`src/rtl/qam_pkg.sv`:
```
// qam_pkg: shared widths, carrier quarter-turn constant and helper functions
// for the QAM upconverter slice.
package qam_pkg;

    localparam int D_W     = 16;
    localparam int LUT_AW  = 8;
    localparam int LUT_W   = 16;
    localparam int OUT_W   = 18;
    localparam int PHASE_W = 32;

    localparam logic [PHASE_W-1:0] QUARTER = {2'b01, {(PHASE_W-2){1'b0}}};

    function automatic logic signed [63:0] sat_sym(
        input logic signed [63:0] value,
        input int                 width
    );
        logic signed [63:0] lim;
        lim = (64'sd1 <<< (width - 1)) - 64'sd1;
        if (value > lim)  return lim;
        if (value < -lim) return -lim;
        return value;
    endfunction

    // Taylor series keeps ROM generation free of math-library calls.
    function automatic real sin_r(input real x);
        real term;
        real sum;
        term = x;
        sum  = x;
        for (int n = 1; n < 10; n++) begin
            term = -term * x * x / real'((2 * n) * (2 * n + 1));
            sum  = sum + term;
        end
        return sum;
    endfunction

    function automatic int rom_entry(input int k);
        real amp;
        real x;
        amp = real'((1 << (LUT_W - 1)) - 1);
        x   = 3.14159265358979323846 / 2.0 * (real'(k) + 0.5)
              / real'(1 << LUT_AW);
        return $rtoi(amp * sin_r(x) + 0.5);
    endfunction

endpackage

```
`src/rtl/qam_quarter_sine_rom.sv`:
```
// qam_quarter_sine_rom: quarter-wave sine table with two registered
// read ports (sin and cos) sharing one set of contents.
module qam_quarter_sine_rom
    import qam_pkg::*;
(
    input  logic              clk,
    input  logic              reset,
    input  logic              enable,
    input  logic [LUT_AW-1:0] sin_addr,
    input  logic [LUT_AW-1:0] cos_addr,
    output logic [LUT_W-1:0]  sin_data,
    output logic [LUT_W-1:0]  cos_data
);

    logic [LUT_W-1:0] rom [2**LUT_AW];

    for (genvar k = 0; k < 2**LUT_AW; k++) begin : g_rom
        assign rom[k] = LUT_W'(rom_entry(k));
    end

    always_ff @(posedge clk or posedge reset) begin
        if (reset) begin
            sin_data <= '0;
            cos_data <= '0;
        end else if (enable) begin
            sin_data <= rom[sin_addr];
            cos_data <= rom[cos_addr];
        end
    end

endmodule

```
`src/rtl/qam_upconverter.sv`:
```
// qam_upconverter: NCO-driven quadrature mixer, I*cos - Q*sin, with
// input slice/saturate and rounded, saturated passband output.
module qam_upconverter
    import qam_pkg::*;
#(
    parameter int                 IN_W         = 64,
    parameter int                 IN_SLICE_LSB = 40,
    parameter logic [PHASE_W-1:0] FCW_RESET    = 32'h0
) (
    input  logic                    clk,
    input  logic                    reset,
    input  logic                    clk_enable,
    input  logic [PHASE_W-1:0]      fcw,
    input  logic                    fcw_load,
    input  logic signed [IN_W-1:0]  in_i,
    input  logic signed [IN_W-1:0]  in_q,
    output logic signed [OUT_W-1:0] out_rf,
    output logic                    out_valid
);

    localparam int PW  = LUT_AW + 2;
    localparam int P_W = D_W + LUT_W;
    localparam int R   = P_W + 1 - OUT_W;

    logic [PHASE_W-1:0]      phase;
    logic [PHASE_W-1:0]      fcw_reg;
    logic [PW-1:0]           sin_p;
    logic [PW-1:0]           cos_p;
    logic [LUT_AW-1:0]       sin_a;
    logic [LUT_AW-1:0]       cos_a;
    logic [LUT_AW-1:0]       sin_a1;
    logic [LUT_AW-1:0]       cos_a1;
    logic                    sin_neg1;
    logic                    cos_neg1;
    logic                    sin_neg2;
    logic                    cos_neg2;
    logic signed [D_W-1:0]   slice_i;
    logic signed [D_W-1:0]   slice_q;
    logic signed [D_W-1:0]   i1;
    logic signed [D_W-1:0]   q1;
    logic signed [D_W-1:0]   i2;
    logic signed [D_W-1:0]   q2;
    logic [LUT_W-1:0]        sin_mag;
    logic [LUT_W-1:0]        cos_mag;
    logic signed [LUT_W-1:0] sin_v;
    logic signed [LUT_W-1:0] cos_v;
    logic signed [P_W-1:0]   prod_i;
    logic signed [P_W-1:0]   prod_q;
    logic signed [P_W:0]     diff;
    logic signed [P_W:0]     rnd;
    logic signed [P_W:0]     shifted;
    logic signed [OUT_W-1:0] out_next;
    logic [2:0]              fill;
    logic [2:0]              fill_next;

    // Shifting the whole word keeps bits above the slice for the clip test.
    assign slice_i = D_W'(sat_sym(64'(in_i >>> IN_SLICE_LSB), D_W));
    assign slice_q = D_W'(sat_sym(64'(in_q >>> IN_SLICE_LSB), D_W));

    assign sin_p = phase[PHASE_W-1 -: PW];
    assign cos_p = PW'((phase + QUARTER) >> (PHASE_W - PW));

    // Odd quadrants read the table mirrored, upper half is negated.
    assign sin_a = sin_p[PW-2] ? ~sin_p[LUT_AW-1:0] : sin_p[LUT_AW-1:0];
    assign cos_a = cos_p[PW-2] ? ~cos_p[LUT_AW-1:0] : cos_p[LUT_AW-1:0];

    assign sin_v = sin_neg2 ? -signed'(sin_mag) : signed'(sin_mag);
    assign cos_v = cos_neg2 ? -signed'(cos_mag) : signed'(cos_mag);

    assign diff     = (P_W+1)'(prod_i) - (P_W+1)'(prod_q);
    assign rnd      = diff + (P_W+1)'(1 << (R - 1));
    assign shifted  = rnd >>> R;
    assign out_next = OUT_W'(sat_sym(64'(shifted), OUT_W));

    assign fill_next = (fill == 3'd4) ? fill : fill + 3'd1;

    qam_quarter_sine_rom u_rom (
        .clk      (clk),
        .reset    (reset),
        .enable   (clk_enable),
        .sin_addr (sin_a1),
        .cos_addr (cos_a1),
        .sin_data (sin_mag),
        .cos_data (cos_mag)
    );

    always_ff @(posedge clk or posedge reset) begin
        if (reset) begin
            phase     <= '0;
            fcw_reg   <= FCW_RESET;
            i1        <= '0;
            q1        <= '0;
            sin_a1    <= '0;
            cos_a1    <= '0;
            sin_neg1  <= 1'b0;
            cos_neg1  <= 1'b0;
            i2        <= '0;
            q2        <= '0;
            sin_neg2  <= 1'b0;
            cos_neg2  <= 1'b0;
            prod_i    <= '0;
            prod_q    <= '0;
            out_rf    <= '0;
            fill      <= '0;
            out_valid <= 1'b0;
        end else begin
            out_valid <= clk_enable && (fill_next == 3'd4);
            if (clk_enable) begin
                phase <= phase + fcw_reg;
                if (fcw_load) begin
                    fcw_reg <= fcw;
                end
                i1       <= slice_i;
                q1       <= slice_q;
                sin_a1   <= sin_a;
                cos_a1   <= cos_a;
                sin_neg1 <= sin_p[PW-1];
                cos_neg1 <= cos_p[PW-1];
                i2       <= i1;
                q2       <= q1;
                sin_neg2 <= sin_neg1;
                cos_neg2 <= cos_neg1;
                prod_i   <= P_W'(i2) * P_W'(cos_v);
                prod_q   <= P_W'(q2) * P_W'(sin_v);
                out_rf   <= out_next;
                fill     <= fill_next;
            end
        end
    end

endmodule

```
`config.mk`:
```
export PLATFORM = sky130hd
export DESIGN_NAME = qam_upconverter
export DESIGN_NICKNAME = d
export VERILOG_FILES = /design/src/rtl/qam_pkg.sv /design/src/rtl/qam_quarter_sine_rom.sv /design/src/rtl/qam_upconverter.sv
export SDC_FILE = /design/constraint.sdc
export NUM_CORES = 2
export LEC_CHECK = 0
export CORE_MARGIN = 1.5
export CORE_UTILIZATION = 45
export DETAILED_ROUTE_END_ITERATION = 16
export PLACE_DENSITY_LB_ADDON = 0.12
export RECOVER_POWER = 50
export SYNTH_ARGS = -nofsm -noshare
export SYNTH_HDL_FRONTEND = slang
export SYNTH_HIERARCHICAL = 1
export SYNTH_SLANG_ARGS = --single-unit
```
`constraint.sdc`:
```
create_clock -name clk -period 24.3 [get_ports clk]
set_clock_uncertainty 0.2 [all_clocks]
set_input_delay 6.075 -clock clk [delete_from_list [all_inputs] [get_ports clk]]
set_output_delay 6.075 -clock clk [all_outputs]
set_load 0.03 [all_outputs]
```
==> flow_summary.ini <==
[status]
status = complete, but fails checks
violations = capacitance limit, slew limit

[yosys]
syn_area_per_cell_sq_um = 8.63
synth_top_cell_area_share_pct = 24.9
synth_area_sq_um = 42200
async_flop_share_pct = 100
synth_edf_count = 0
ys_types = 106
synthCells = 4889
yosysWarnings = 6
yosys-top-cells-area = fa_1, dfrtp_1, ha_1
dominantRegCellSynth = dfrtp_1
yosysTopAreaCell = fa_1
ys_seq_area_share_pct = 15.6
synth-seq-cells = 264

[sta]
hold_violations = 0
setup_tns_ns = 0
slew_headroom_pct = -255
post-route-min-period_ns = 15.31
setup_viol = 0
period_share_pct = 63.0
rsz0062_at_grt = no
tightest_slew_ns = 5.29
fmaxAchievable_mhz = 65.3
slew_viol_final = 488

[route]
routed_via_density = 5.81
postRouteAntennaNets = 0
wl_mm = 129
first_iter_violations = 3618
drt-pass1-iter-count = 8
wl_per_cell_um = 21.3
num_vias = 35300
drc = 0

[worst_setup_path]
crit_chain = clkbuf_1 -> clkinvlp_2 -> clkbuf_1 -> nor2_1 -> a32o_1
cp_top_family = buffers and inverters
path_class = input pin to flop
ff2ff_path_depth = 27
start_kind = input pin
ff2ff_setup_slack_ns = 15.38
cp_slowest_cell = clkinvlp_2
r2r-end = prod_i[31]
worstReg2RegStart = u_rom/cos_data[0]
cp_max_fo = 83
critPathArrivalTime_ns = 15.62
cpPeakStageDelay_ns = 3.71
end_kind = flop
crit_path_frequent_cell = clkbuf_1
crit_start = clk_enable
path_buf_inv = 3
cp.required_ns = 24.61

[cts]
cts_tree = yes
cts_resized = 0
path_clk_slew_ns = 0.06
post-cts-setup-buffers = 0
numCtsBuffers = 35
htreeDepth = 2
holdBufCountCts = 0
cts.sinks = 264
root_buffer = clkbuf_16
insertion_delay_ns = 0.60
cts_max_path_buffers = 3

[min_path]
min_from = q1[4]
whs_path_depth = 1
hp-class = flop to flop
hold_end = q1[4]

[layout]
fin_area_sq_um = 45200
final_nets = 5776
fill_cells = 9204
syn2layout_area_growth_pct = 7.12
stdcell_count = 6071
drive_gt1_share_pct = 7.04

[placed_design]
io_buffers = 102
placed_cells = 6010
hpwl_mm = 96.5
place_area_sq_um = 44100
place.gp.congestion = 0.975

[global_route]
grt_max_degree = 114
grt-ovfl-total = 0
antenna_found_initial = 4
grt_pass1_wl_mm = 206
grt_pass1_vias = 35500
grt_util_all_layers_pct = 27.6

[job]
maxCapViolCount = 8

[floorplan]
io_pins = 183
placementRows = 112
die_h_um = 309
die_w_um = 309
initial_core_util_pct = 45.3
die_area_sq_um = 95700
coreArea_sq_um = 93200
-- worst max-delay path by stage --
stage | depth (start not counted) | endpoint | slack, ns
final | 5 | out_rf[11] | 8.99
after global routing | 5 | out_rf[11] | 8.12
after CTS | 27 | prod_i[30] | 15.40
after detailed placement | 4 | i2[7] | 14.99
after global placement | 5 | u_rom/sin_data[6] | 14.96
after floorplan | 1 | cos_a1[0] | 11.61
-- logic make-up (layout without fill, tap and decap cells) --
group / count (synthesis) / in the layout / share of synthesized area, %
XOR/XNOR: 144 / 144 / 3.01
other: 1 / 5 / 0.00888
AO/OA/AOI/OAI: 1053 / 1053 / 16.9
flip-flops: 264 / 264 / 15.6
buffers and inverters: 1010 / 934 / 9.47
adder cells (fa/ha/maj): 819 / 819 / 33.6
multiplexers: 154 / 154 / 4.56
AND/OR/NAND/NOR: 1444 / 1444 / 16.8
-- worst reg2reg max path, cell delays in order (launching register included) --
cell and delay [ns]:
dfrtp_1 0.82, inv_2 0.26, ha_1 0.28, nand2_1 0.08, or3_1 0.18, o21ai_0 0.15
xnor2_2 0.75, nand2_1 0.19, fa_1 0.58, inv_1 0.05, fa_1 0.58, fa_1 0.46
fa_1 0.46, fa_1 0.49, inv_1 0.05, fa_1 0.52, inv_1 0.06, ha_1 0.36
a21o_1 0.19, a21o_1 0.16, a21oi_1 0.20, o21bai_1 0.09, a21o_1 0.20, a211o_1 0.29
o221a_2 0.27, o41ai_1 0.44, mux2i_1 0.25, o211ai_1 0.11
-- metal layers --
layer	up-vias	routed length, um	track usage [%]
li1	16200	-	-
met1	17400	55600	37.7
met2	1323	58500	43.5
met3	339	9340	4.80
met4	2	5680	11.0
met5	-	12	0
-- Yosys cell counts (14+ instances only) --
master    number
buf_1         24
nor3_1       101
o221ai_1      19
dfrtp_1      264
a311oi_1      33
nand2b_1      93
buf_2         78
nand3_1       90
o211ai_1      43
a31oi_1       49
or3_1         20
fa_1         525
xor2_1        24
o21ai_1       16
o21ai_0      196
and3_1        22
and2_1       186
nand4_1       21
a21oi_1      245
ha_1         294
inv_1        702
o21bai_1      22
a211oi_1      53
a21o_1        89
or2_2         28
o311ai_0      29
nand2_1      498
mux2_2       116
o21a_1        25
mux2i_1       19
o31ai_1       36
clkbuf_1     177
xnor2_1      119
nor2_1       221
mux4_2        19
a211o_1       14
a311o_1       16
nor2b_1       90
nor4_1        18
-- cell usage in the layout (no fill, tap or decap), drive strengths merged, types with 23 or more instances in the layout --
master and count:
nor3 101, o21a 26, a311oi 33, nand2 500, a21oi 245, inv 708
nor2 223, or2 34, fa 525, ha 294, o211ai 44, nor2b 90
clkdlybuf4s50 100, a21o 89, xor2 24, nand3 90, dfrtp 264, buf 59
a31oi 49, and2 188, clkbuf 52, a211oi 54, o21ai 212, nand2b 95
o31ai 36, xnor2 120, mux2 116, o311ai 30, nand4 23
-- metrics by stage --
stage / util, % / setup slack (ns) / hold WS [ns]
2_1_floorplan: - / 11.61 / 0.244
3_3_place_gp: 47.3 / 14.96 / 0.257
3_5_place_dp: 47.3 / 14.99 / 0.263
4_1_cts: 48.6 / 15.40 / 0.275
5_1_grt: 48.5 / 8.12 / 0.285
6_report: 48.5 / 8.99 / 0.271
-- cell type report --
| cell class | count | area, sq um | area share, % |
|---|---|---|---|
| Multi-Input combinational cell | 3616 | 31700 | 70.2 |
| Sequential cell | 264 | 6630 | 14.7 |
| Inverter | 710 | 2670 | 5.90 |
| Tap cell | 1254 | 1570 | 3.47 |
| Timing Repair Buffer | 166 | 1480 | 3.27 |
| Clock buffer | 46 | 1010 | 2.23 |
| Clock inverter | 12 | 135 | 0.299 |
| Antenna cell | 3 | 7.51 | 0.0166 |
Power is left out: the tool's default activity adds up to more than one toggle a clock period on the data nets, which glitch-free logic cannot reach.
